===== config.mk =====
export PLATFORM = sky130hd
export DESIGN_NAME = uart_echo_ctrl_flat
export DESIGN_NICKNAME = d
export VERILOG_FILES = /design/src/rtl/uart_echo_pkg.sv /design/src/rtl/uart_echo_ctrl_if.sv /design/src/rtl/uart_echo_fifo.sv /design/src/rtl/uart_echo_ctrl.sv /design/src/flat_wrapper.sv
export SDC_FILE = /design/constraint.sdc
export NUM_CORES = 1
export LEC_CHECK = 0
export ABC_CLOCK_PERIOD_IN_PS = 3250
export CAP_MARGIN = 0
export CORE_UTILIZATION = 57
export CTS_CLUSTER_DIAMETER = 30
export DETAILED_ROUTE_END_ITERATION = 8
export GPL_ROUTABILITY_DRIVEN = 0
export PLACE_DENSITY = 0.86
export SYNTH_ARGS = -nofsm -noshare
export SYNTH_HDL_FRONTEND = slang
export SYNTH_SLANG_ARGS = --single-unit

===== constraint.sdc =====
create_clock -name clk -period 3.25 [get_ports clk]
set_clock_uncertainty 0.1 [all_clocks]
set_input_delay 0.325 -clock clk [delete_from_list [all_inputs] [get_ports clk]]
set_output_delay 0.325 -clock clk [all_outputs]
set_load 0.01 [all_outputs]

===== src/rtl/uart_echo_pkg.sv =====
// Shared types, character constants and helpers for the UART echo controller.
package uart_echo_pkg;

  typedef enum logic [1:0] {
    IDLE    = 2'd0,
    SEND    = 2'd1,
    SEND_LF = 2'd2
  } tx_state_t;

  localparam logic [7:0] CHAR_CR = 8'h0D;
  localparam logic [7:0] CHAR_LF = 8'h0A;

  // Oversampling prescale for uart_rx/uart_tx: clk / (baud * 8), rounded down.
  function automatic logic [15:0] calc_prescale(input int unsigned clk_hz,
                                                input int unsigned baud);
    return 16'(clk_hz / (baud * 32'd8));
  endfunction

  // Increment that sticks at max instead of wrapping.
  function automatic logic [31:0] sat_inc(input logic [31:0] value,
                                          input logic [31:0] max);
    return (value == max) ? value : value + 32'd1;
  endfunction

endpackage


===== src/rtl/uart_echo_ctrl_if.sv =====
// AXI-Stream byte channel between the UART blocks and the echo controller.
interface uart_echo_ctrl_if #(
  parameter int DATA_WIDTH = 8
);
  logic [DATA_WIDTH-1:0] tdata;
  logic                  tvalid;
  logic                  tready;

  modport master (output tdata, output tvalid, input tready);
  modport slave  (input tdata, input tvalid, output tready);
endinterface


===== src/rtl/uart_echo_fifo.sv =====
// Synchronous echo buffer. A push while full is accepted only if a pop
// frees a slot in the same cycle; otherwise it is ignored.
module uart_echo_fifo #(
  parameter int DATA_WIDTH = 8,
  parameter int FIFO_DEPTH = 16,
  localparam int AW = $clog2(FIFO_DEPTH),
  localparam int CW = AW + 1
) (
  input  logic                  clk,
  input  logic                  rst,
  input  logic                  push,
  input  logic [DATA_WIDTH-1:0] push_data,
  input  logic                  pop,
  output logic [DATA_WIDTH-1:0] pop_data,
  output logic                  full,
  output logic                  empty,
  output logic [CW-1:0]         count
);

  logic [DATA_WIDTH-1:0] mem [FIFO_DEPTH];
  logic [AW-1:0]         wr_ptr;
  logic [AW-1:0]         rd_ptr;
  logic                  do_push;
  logic                  do_pop;

  assign full     = (count == CW'(FIFO_DEPTH));
  assign empty    = (count == '0);
  assign do_pop   = pop && !empty;
  assign do_push  = push && (!full || do_pop);
  assign pop_data = mem[rd_ptr];

  // Storage array write.
  // NOTE: the data array has no reset; only pointers/count define validity,
  // so leaving it unreset keeps it a plain RAM without a reset fan-out.
  always_ff @(posedge clk) begin
    if (do_push) mem[wr_ptr] <= push_data;
  end

  // Pointer and occupancy update; pointers wrap naturally at FIFO_DEPTH.
  // NOTE: sequential state uses non-blocking assignments so every register
  // samples pre-edge values regardless of statement order.
  always_ff @(posedge clk or negedge rst) begin
    if (!rst) begin
      wr_ptr <= '0;
      rd_ptr <= '0;
      count  <= '0;
    end else begin
      if (do_push) wr_ptr <= wr_ptr + AW'(1);
      if (do_pop)  rd_ptr <= rd_ptr + AW'(1);
      case ({do_push, do_pop})
        2'b10:   count <= count + CW'(1);
        2'b01:   count <= count - CW'(1);
        default: count <= count;
      endcase
    end
  end

endmodule


===== src/rtl/uart_echo_ctrl.sv =====
// Echo controller: buffers bytes from uart_rx, replays them to uart_tx with
// optional CR -> CR LF expansion, and keeps saturating event counters.
module uart_echo_ctrl
  import uart_echo_pkg::*;
#(
  parameter int DATA_WIDTH  = 8,
  parameter int FIFO_DEPTH  = 16,
  parameter int CLK_FREQ_HZ = 50000000,
  parameter int BAUD        = 115200,
  parameter int CNT_WIDTH   = 16
) (
  input  logic                         clk,
  input  logic                         rst,
  input  logic                         enable,
  input  logic                         crlf_en,
  input  logic                         clr_stats,
  uart_echo_ctrl_if.slave              rx,
  input  logic                         rx_frame_error,
  input  logic                         rx_overrun_error,
  uart_echo_ctrl_if.master             tx,
  output logic [15:0]                  prescale,
  output logic [$clog2(FIFO_DEPTH):0]  fifo_count,
  output logic [CNT_WIDTH-1:0]         frame_err_cnt,
  output logic [CNT_WIDTH-1:0]         overrun_cnt,
  output logic [CNT_WIDTH-1:0]         drop_cnt
);

  localparam logic [15:0] PRESCALE = calc_prescale(CLK_FREQ_HZ, BAUD);
  localparam logic [31:0] CNT_MAX  = 32'((64'd1 << CNT_WIDTH) - 64'd1);

  tx_state_t             state_q, state_d;
  logic [DATA_WIDTH-1:0] tx_data_q, tx_data_d;
  logic                  tx_valid_q, tx_valid_d;
  logic                  pop;
  logic                  rx_fire;
  logic                  drop;
  logic                  fifo_full;
  logic                  fifo_empty;
  logic [DATA_WIDTH-1:0] head_data;

  // uart_rx is never backpressured while echo is enabled.
  assign rx.tready = enable;
  assign rx_fire   = rx.tvalid && enable;
  assign drop      = rx_fire && fifo_full && !pop;
  assign prescale  = PRESCALE;
  assign tx.tdata  = tx_data_q;
  assign tx.tvalid = tx_valid_q;

  uart_echo_fifo #(
    .DATA_WIDTH(DATA_WIDTH),
    .FIFO_DEPTH(FIFO_DEPTH)
  ) u_fifo (
    .clk       (clk),
    .rst       (rst),
    .push      (rx_fire),
    .push_data (rx.tdata),
    .pop       (pop),
    .pop_data  (head_data),
    .full      (fifo_full),
    .empty     (fifo_empty),
    .count     (fifo_count)
  );

  // Tx FSM state and output registers.
  always_ff @(posedge clk or negedge rst) begin
    if (!rst) begin
      state_q    <= IDLE;
      tx_data_q  <= '0;
      tx_valid_q <= 1'b0;
    end else begin
      state_q    <= state_d;
      tx_data_q  <= tx_data_d;
      tx_valid_q <= tx_valid_d;
    end
  end

  // Tx FSM next state: pop in IDLE, hold in SEND/SEND_LF until tready.
  // NOTE: every output gets a default first so no path leaves it unassigned,
  // which would otherwise infer a latch.
  always_comb begin
    state_d    = state_q;
    tx_data_d  = tx_data_q;
    tx_valid_d = tx_valid_q;
    pop        = 1'b0;
    unique case (state_q)
      IDLE: begin
        if (enable && !fifo_empty) begin
          pop        = 1'b1;
          tx_data_d  = head_data;
          tx_valid_d = 1'b1;
          state_d    = SEND;
        end
      end
      SEND: begin
        if (tx.tready) begin
          if (crlf_en && (tx_data_q == DATA_WIDTH'(CHAR_CR))) begin
            tx_data_d = DATA_WIDTH'(CHAR_LF);
            state_d   = SEND_LF;
          end else begin
            tx_valid_d = 1'b0;
            state_d    = IDLE;
          end
        end
      end
      SEND_LF: begin
        if (tx.tready) begin
          tx_valid_d = 1'b0;
          state_d    = IDLE;
        end
      end
      default: state_d = IDLE;
    endcase
  end

  // Saturating statistics counters; clear wins over any same-cycle event.
  always_ff @(posedge clk or negedge rst) begin
    if (!rst) begin
      frame_err_cnt <= '0;
      overrun_cnt   <= '0;
      drop_cnt      <= '0;
    end else if (clr_stats) begin
      frame_err_cnt <= '0;
      overrun_cnt   <= '0;
      drop_cnt      <= '0;
    end else begin
      if (rx_frame_error)
        frame_err_cnt <= CNT_WIDTH'(sat_inc(32'(frame_err_cnt), CNT_MAX));
      if (rx_overrun_error)
        overrun_cnt <= CNT_WIDTH'(sat_inc(32'(overrun_cnt), CNT_MAX));
      if (drop)
        drop_cnt <= CNT_WIDTH'(sat_inc(32'(drop_cnt), CNT_MAX));
    end
  end

endmodule


===== src/flat_wrapper.sv =====
// flat-port wrapper written by rule: the top's interface ports become plain ports
module uart_echo_ctrl_flat import uart_echo_pkg::*;
#(
  parameter int DATA_WIDTH  = 8,
  parameter int FIFO_DEPTH  = 16,
  parameter int CLK_FREQ_HZ = 50000000,
  parameter int BAUD        = 115200,
  parameter int CNT_WIDTH   = 16
)
  (clk, rst, enable, crlf_en, clr_stats, rx_frame_error, rx_overrun_error, prescale, fifo_count, frame_err_cnt, overrun_cnt, drop_cnt, rx_tdata, rx_tvalid, rx_tready, tx_tdata, tx_tvalid, tx_tready);
  uart_echo_ctrl_if #(.DATA_WIDTH(DATA_WIDTH)) rx_i ();
  uart_echo_ctrl_if #(.DATA_WIDTH(DATA_WIDTH)) tx_i ();
  input  logic clk;
  input  logic rst;
  input  logic enable;
  input  logic crlf_en;
  input  logic clr_stats;
  input  logic rx_frame_error;
  input  logic rx_overrun_error;
  output logic [15:0] prescale;
  output logic [$clog2(FIFO_DEPTH):0] fifo_count;
  output logic [CNT_WIDTH-1:0] frame_err_cnt;
  output logic [CNT_WIDTH-1:0] overrun_cnt;
  output logic [CNT_WIDTH-1:0] drop_cnt;
  input wire logic [$bits(rx_i.tdata)-1:0] rx_tdata;
  input wire logic [$bits(rx_i.tvalid)-1:0] rx_tvalid;
  output wire logic [$bits(rx_i.tready)-1:0] rx_tready;
  output wire logic [$bits(tx_i.tdata)-1:0] tx_tdata;
  output wire logic [$bits(tx_i.tvalid)-1:0] tx_tvalid;
  input wire logic [$bits(tx_i.tready)-1:0] tx_tready;
  assign rx_i.tdata = rx_tdata;
  assign rx_i.tvalid = rx_tvalid;
  assign rx_tready = rx_i.tready;
  assign tx_tdata = tx_i.tdata;
  assign tx_tvalid = tx_i.tvalid;
  assign tx_i.tready = tx_tready;
  uart_echo_ctrl #(.DATA_WIDTH(DATA_WIDTH), .FIFO_DEPTH(FIFO_DEPTH), .CLK_FREQ_HZ(CLK_FREQ_HZ), .BAUD(BAUD), .CNT_WIDTH(CNT_WIDTH)) u_core (.clk(clk), .rst(rst), .enable(enable), .crlf_en(crlf_en), .clr_stats(clr_stats), .rx(rx_i), .rx_frame_error(rx_frame_error), .rx_overrun_error(rx_overrun_error), .tx(tx_i), .prescale(prescale), .fifo_count(fifo_count), .frame_err_cnt(frame_err_cnt), .overrun_cnt(overrun_cnt), .drop_cnt(drop_cnt));
endmodule

Word-level counts from Yosys, hierarchy flattened --
Memory sizes are Yosys's and may differ from the RTL's. Cells that the tools add are included.
Cells by class: mux-type cells 28, equality and inequality tests 17, multiply operators 0, shifts and indexed selects 0, $add $sub $neg 7, div/mod/pow operators 0, magnitude comparators 0, reduce and logical (&&, ||, !) cells 25, bitwise logic cells 0
Operators by type and width (number):
- 2-to-1 mux 16 bit | 9
- adder 16 x 1 -> 16 bit (second input constant) | 3
- equality test 16 bit (second input constant) | 3
- 2-to-1 mux 8 bit | 3
- one-hot mux 8 bit (2 select lines) | 1
- != test 2 bit (second input constant) | 6
- one-hot mux 5 bit (2 select lines) | 1
- nonzero test 2 bit | 5
- adder 4 x 1 -> 4 bit (second input constant) | 2
- equality test 8 x 4 -> 1 bit (second input constant) | 1
- 2-to-1 mux 1 bit | 8
- 2-to-1 mux 2 bit | 4
- logical AND 1 bit | 7
- one-hot mux 2 bit (3 select lines) | 1
- AND reduction 2 bit | 3
- adder 5 x 1 -> 5 bit (second input constant) | 1
- equality test 5 bit (second input constant) | 1
- zero test 5 bit | 1
- AND reduction 5 bit | 1
- subtractor 5 x 1 -> 5 bit (second input constant) | 1
- equality test 2 x 1 -> 1 bit (second input constant) | 2
- equality test 2 bit (second input constant) | 2
- != test 2 x 1 -> 1 bit (second input constant) | 2
- AND reduction 4 bit | 1
- other kinds (6) | 8
Storage, ports and cells: output and inout port bits 79, bits in latches 0, bits in writable memories 128, logic and storage cells 87, memories kept 1, register bits 72, bits in read-only memories 0, input port bits 17
Memory list:
- u_core.u_fifo.mem | words 16, width 8, rd ports 1, clocked after memory_dff 0, write ports 1, RTL line uart_echo_fifo.sv:20 | logic [DATA_WIDTH-1:0] mem [FIFO_DEPTH];

Logic depth before layout (Yosys ltp) --
word-level depth 10, mapped depth 10, gate-level depth less buffers 10

Hierarchy --
Synthesis repeated with hierarchy kept, for this count alone.
Unflattened totals: cells, all modules 635, area, all modules 9041.2 µm²
Modules (own cells, without submodules):
- uart_echo_fifo | seq. area each 4169.0 µm², cells each 301, area each 5774.3 µm², instances 1
- uart_echo_ctrl | seq. area each 1476.4 µm², cells each 334, area each 3266.9 µm², instances 1

Worst setup path after synthesis --
No wires, ideal clock.
path kind reg2reg, from reg u_core.state_q[0], to mem u_core.u_fifo.mem[10][0], enable pin, data arrival time 2.089 ns, path buffers 0, path slack 0.677 ns, cell stages (with the launch flop) 7, clock period less this slack 2.573 ns, required time 2.767 ns, setup time 0.383 ns, cell sequence dfrtp_1 -> inv_1 -> ha_1 -> inv_1 -> a31oi_1 -> nand2_1 -> nor3_1
On the way: word-level cells in the longest chain between the ends 7
Ends and longest elaborated chain:
- start, declared | RTL line uart_echo_ctrl.sv:31 | tx_state_t state_q, state_d;
- start signal, assigned | RTL line uart_echo_ctrl.sv:71 | state_q <= state_d;
- zero test 2 bit | RTL line uart_echo_ctrl.sv:85 | unique case (state_q)
- 2-to-1 mux 1 bit | RTL line uart_echo_ctrl.sv:85
- logical AND 1 bit | RTL line uart_echo_fifo.sv:28 | assign do_pop = pop && !empty;
- logical OR 1 bit | RTL line uart_echo_fifo.sv:29 | assign do_push = push && (!full || do_pop);
- logical AND 1 bit | RTL line uart_echo_fifo.sv:29
- 2-to-1 mux 1 bit | RTL line uart_echo_fifo.sv:36 | if (do_push) mem[wr_ptr] <= push_data;
- 2-to-1 mux 1 bit (not written as such) | RTL line uart_echo_fifo.sv:36
- end, declared | RTL line uart_echo_fifo.sv:20
Every way passes these cells.

Worst setup path after layout --
from reg u_core.u_fifo.count[1], to reg u_core.drop_cnt[15]
On the way: word-level cells in the longest chain between the ends 9, elaborated cells on any way between the ends 11, those cells by class 1 x eq/ne; 2 x mux; 8 x reduce/logical
Ends and longest elaborated chain:
- start, declared | RTL line uart_echo_fifo.sv:17 | output logic [CW-1:0] count
- start signal, assigned | RTL line uart_echo_fifo.sv:51 | 2'b10: count <= count + CW'(1);
- start signal, assigned | RTL line uart_echo_fifo.sv:52 | 2'b01: count <= count - CW'(1);
- start signal, assigned | RTL line uart_echo_fifo.sv:53 | default: count <= count;
- zero test 5 bit | RTL line uart_echo_fifo.sv:27 | assign empty = (count == '0);
- zero test 1 bit | RTL line uart_echo_ctrl.sv:87 | if (enable && !fifo_empty) begin
- logical AND 1 bit | RTL line uart_echo_ctrl.sv:87
- 2-to-1 mux 1 bit | RTL line uart_echo_ctrl.sv:87
- 2-to-1 mux 1 bit | RTL line uart_echo_ctrl.sv:85
- zero test 1 bit | RTL line uart_echo_ctrl.sv:44 | assign drop = rx_fire && fifo_full && !pop;
- logical AND 1 bit * | RTL line uart_echo_ctrl.sv:44
- nonzero test 2 bit (no source line) *
- AND reduction 2 bit (no source line) *
- end signal, assigned | RTL line uart_echo_ctrl.sv:131 | drop_cnt <= CNT_WIDTH'(sat_inc(32'(drop_cnt), CNT_MAX));
- end, declared | RTL line uart_echo_ctrl.sv:25 | output logic [CNT_WIDTH-1:0] drop_cnt
Mark *: on every way between the ends. The rest lies on a longest branch, timed or not. A chain may end at the register's enable or synchronous reset.

==> results <==
==> routing by layer <==
metal / vias up / GRT usage / part of all wire
li1: 2635 / - / -
met1: 2944 / 0.3251 / 0.38
met2: 367 / 0.4373 / 0.51
met3: 45 / 0.06344 / 0.085
met4: 0 / 0.1156 / 0.028
met5: - / 0 / 0
==> cell type report <==
cell class                 count  area [µm²]
inverter                      19       71.32
clock buffer                  18       429.2
tap                          211       264.0
fill                         967        4684
sequential                   200        5647
clock inverter                14       163.9
timing repair buffer          98       930.9
multi-input combinational    411        3124
==> kinds of logic (layout without fill, tap and decap cells) <==
| kind of cell | count (synthesis) | count (layout) | synth area share |
|---|---|---|---|
| compound gates | 77 | 77 | 0.06564 |
| xor+xnor | 48 | 48 | 0.04652 |
| fa+ha+maj | 15 | 15 | 0.02077 |
| buf+inv | 63 | 149 | 0.03600 |
| flops | 200 | 200 | 0.6248 |
| mux | 51 | 51 | 0.08723 |
| other cells | 2 | 16 | 0.0008311 |
| simple gates | 204 | 204 | 0.1183 |
==> final timing paths <==
check | start | end | slack [ns] | cells past startpoint
worst max-delay path | u_core.u_fifo.count[1] | u_core.drop_cnt[15] | 0.33 | 5
worst min-delay path | rst | u_core.u_fifo.count[0] | 0.32 | 3
worst max register to register | u_core.u_fifo.count[1] | u_core.drop_cnt[15] | 0.33 | 5
worst min register to register | u_core.tx.tvalid | u_core.tx.tvalid | 0.45 | 2
max in group asynchronous | rst | u_core.overrun_cnt[0] | 2.19 | 3
min in group clk | u_core.tx.tvalid | u_core.tx.tvalid | 0.45 | 2
==> flip-flops by register name, indices dropped and copies added, names as in the netlist <==
name,flops
u_core.u_fifo.mem,128
u_core.drop_cnt,16
u_core.frame_err_cnt,16
u_core.overrun_cnt,16
u_core.tx.tdata,8
u_core.u_fifo.count,5
u_core.u_fifo.rd_ptr,4
u_core.u_fifo.wr_ptr,4
u_core.state_q,2
u_core.tx.tvalid,1
==> stage by stage <==
stage / power [mW] / std cells / util / setup slack [ns]
CTS: 7.346 / 971 / 0.6941 / 0.3545
finish: 7.362 / 971 / 0.6941 / 0.3327
floorplan: 4.494 / 674 / - / 0.6773
global placement: 5.122 / 938 / 0.6547 / 0.4282
global route: 7.633 / 971 / 0.6941 / 0.2295
detailed placement: 5.234 / 938 / 0.6547 / 0.3750
==> Yosys cell counts (15+ instances only) <==
cell | instances | share of area
mux2i_1 | 27 | 0.030
nand4_1 | 23 | 0.016
dfrtp_1 | 72 | 0.20
edfxtp_1 | 128 | 0.43
mux4_2 | 22 | 0.055
nand2_1 | 33 | 0.014
xor2_1 | 22 | 0.021
clkbuf_1 | 17 | 0.0071
xnor2_1 | 26 | 0.025
buf_4 | 18 | 0.015
ha_1 | 15 | 0.021
inv_1 | 18 | 0.0075
nor2_1 | 58 | 0.024
nand3_1 | 24 | 0.013
==> critical path: stages, from the launching register on <==
cell	delay, ns
dfrtp_1	0.49
or4_4	0.58
or4_1	0.85
nor4_1	0.47
mux2i_1	0.23
nor2_1	0.05
==> timing repair <==
item,in CTS,in global routing
hold buffers,1,0
endpoints found under the setup margin,0,0
hold endpoints to repair,72,0
==> power groups by stage <==
stage,Sequential [mW],Clock [mW],Combinational [mW]
after floorplan,3.16,0,1.34
after global placement,3.31,0,1.81
after detailed placement,3.33,0,1.90
after CTS,3.29,2.13,1.93
after global routing,3.33,2.23,2.08
final,3.29,2.12,1.95
==> flow_summary.yaml <==
floorplanning:
  rows: 45
  initial_core_util: 0.5900
  die_area_um2: 16360
  io_pins: 96
  core_area_um2: 15310
  die_w_um: 127.9
  die_y_um: 127.9
synthesis:
  synth_edf_count: 128
  ys_ff_latch: 200
  synth_area_um2: 9036
  yosysWarningCount: 0
  synth.avg_cell_area_um2: 13.69
  ys.flop_type: "edfxtp_1"
  synthCells: 660
  yosysUniqueCellTypes: 58
  ys_seq_area_frac: 0.6248
  synthArstFlopShare: 0.3600
cells_and_area:
  drive_above_1_share: 0.1184
  syn_to_final_growth_pct: 17.64
  n_antenna_cell: 0
  layout_common_cells: "edfxtp_1 (128), clkdlybuf4s50_1 (78), dfrtp_1 (71), nor2_1 (58), nand2_1 (33)"
  final_area_um2: 10630
  layout_commonest_cell: "edfxtp_1"
  nets: 779
power_and_ir_drop:
  cellPowerDensity_nw_per_um2: 692.5
  pwr-share-clk: 0.288
  ir_drop_mv: 0.4265
  p_sw_frac: 0.3232
  p_int_mw: 4.982
  pwr-share-comb: 0.265
  power_leakage_nw: 3.866
  power_frac_seq: 0.447
  p_sw_mw: 2.380
global_route:
  antenna_found_initial: 0
  grt_pass1_wl_mm: 31.54
  grt_pass1_vias: 5881
  grt_max_degree: 49
  grt_overflow: 0
  track_usage: 0.2614
cts:
  cts_root_buf: "clkbuf_16"
  htreeDepth: 4
  cts_setup_buffers: 0
  clock_latency_ns: 0.44
  cts_tree: "done"
  clockBufferDepth: 2
  cts_resized: 0
  cts_inserted_buffers: 17
  clk_pin_slew_ns: 0.07
  cts_sinks: 200
flow_run:
  maxCapViolCount: 0
sta:
  finalCritPeriodShare: 0.8976
  rsz0062_at_grt: "false"
  max_slew_margin: 0.3699
  final_max_slew_viol_count: 0
  worst_pin_slew_ns: 0.9416
  tns_ns: 0
  max_freq_mhz: 342.8
  report.final.hold_viol_count: 0
  timing.hold.ws_ns: 0.3236
  setup_viol: 0
  period_needed_ns: 2.917
critical_path:
  crit_fanout: 15
  critical_path_required_ns: 3.46
  criticalPathCategory: "reg2reg"
  cp-start-kind: "flip-flop"
  crit_arrival_ns: 3.13
  endpoint_kind: "flip-flop"
status:
  outcome: "completed"
drt:
  remaining_drc_errors: 0
  antenna_left: 0
  first_pass_iters: 5
  vias: 5991
  wl_per_cell_um: 20.96
  viasPerCell: 6.170
  routed_wl_mm: 20.35
  drtIter0Drc: 477
placed_design:
  dpl_cell_area_um2: 10030
  io_buffers: 79
  dpl.hpwl_mm: 13.76
worst_hold_path:
  hp-class: "in2async"
Power figures use the tool's default switching activity.
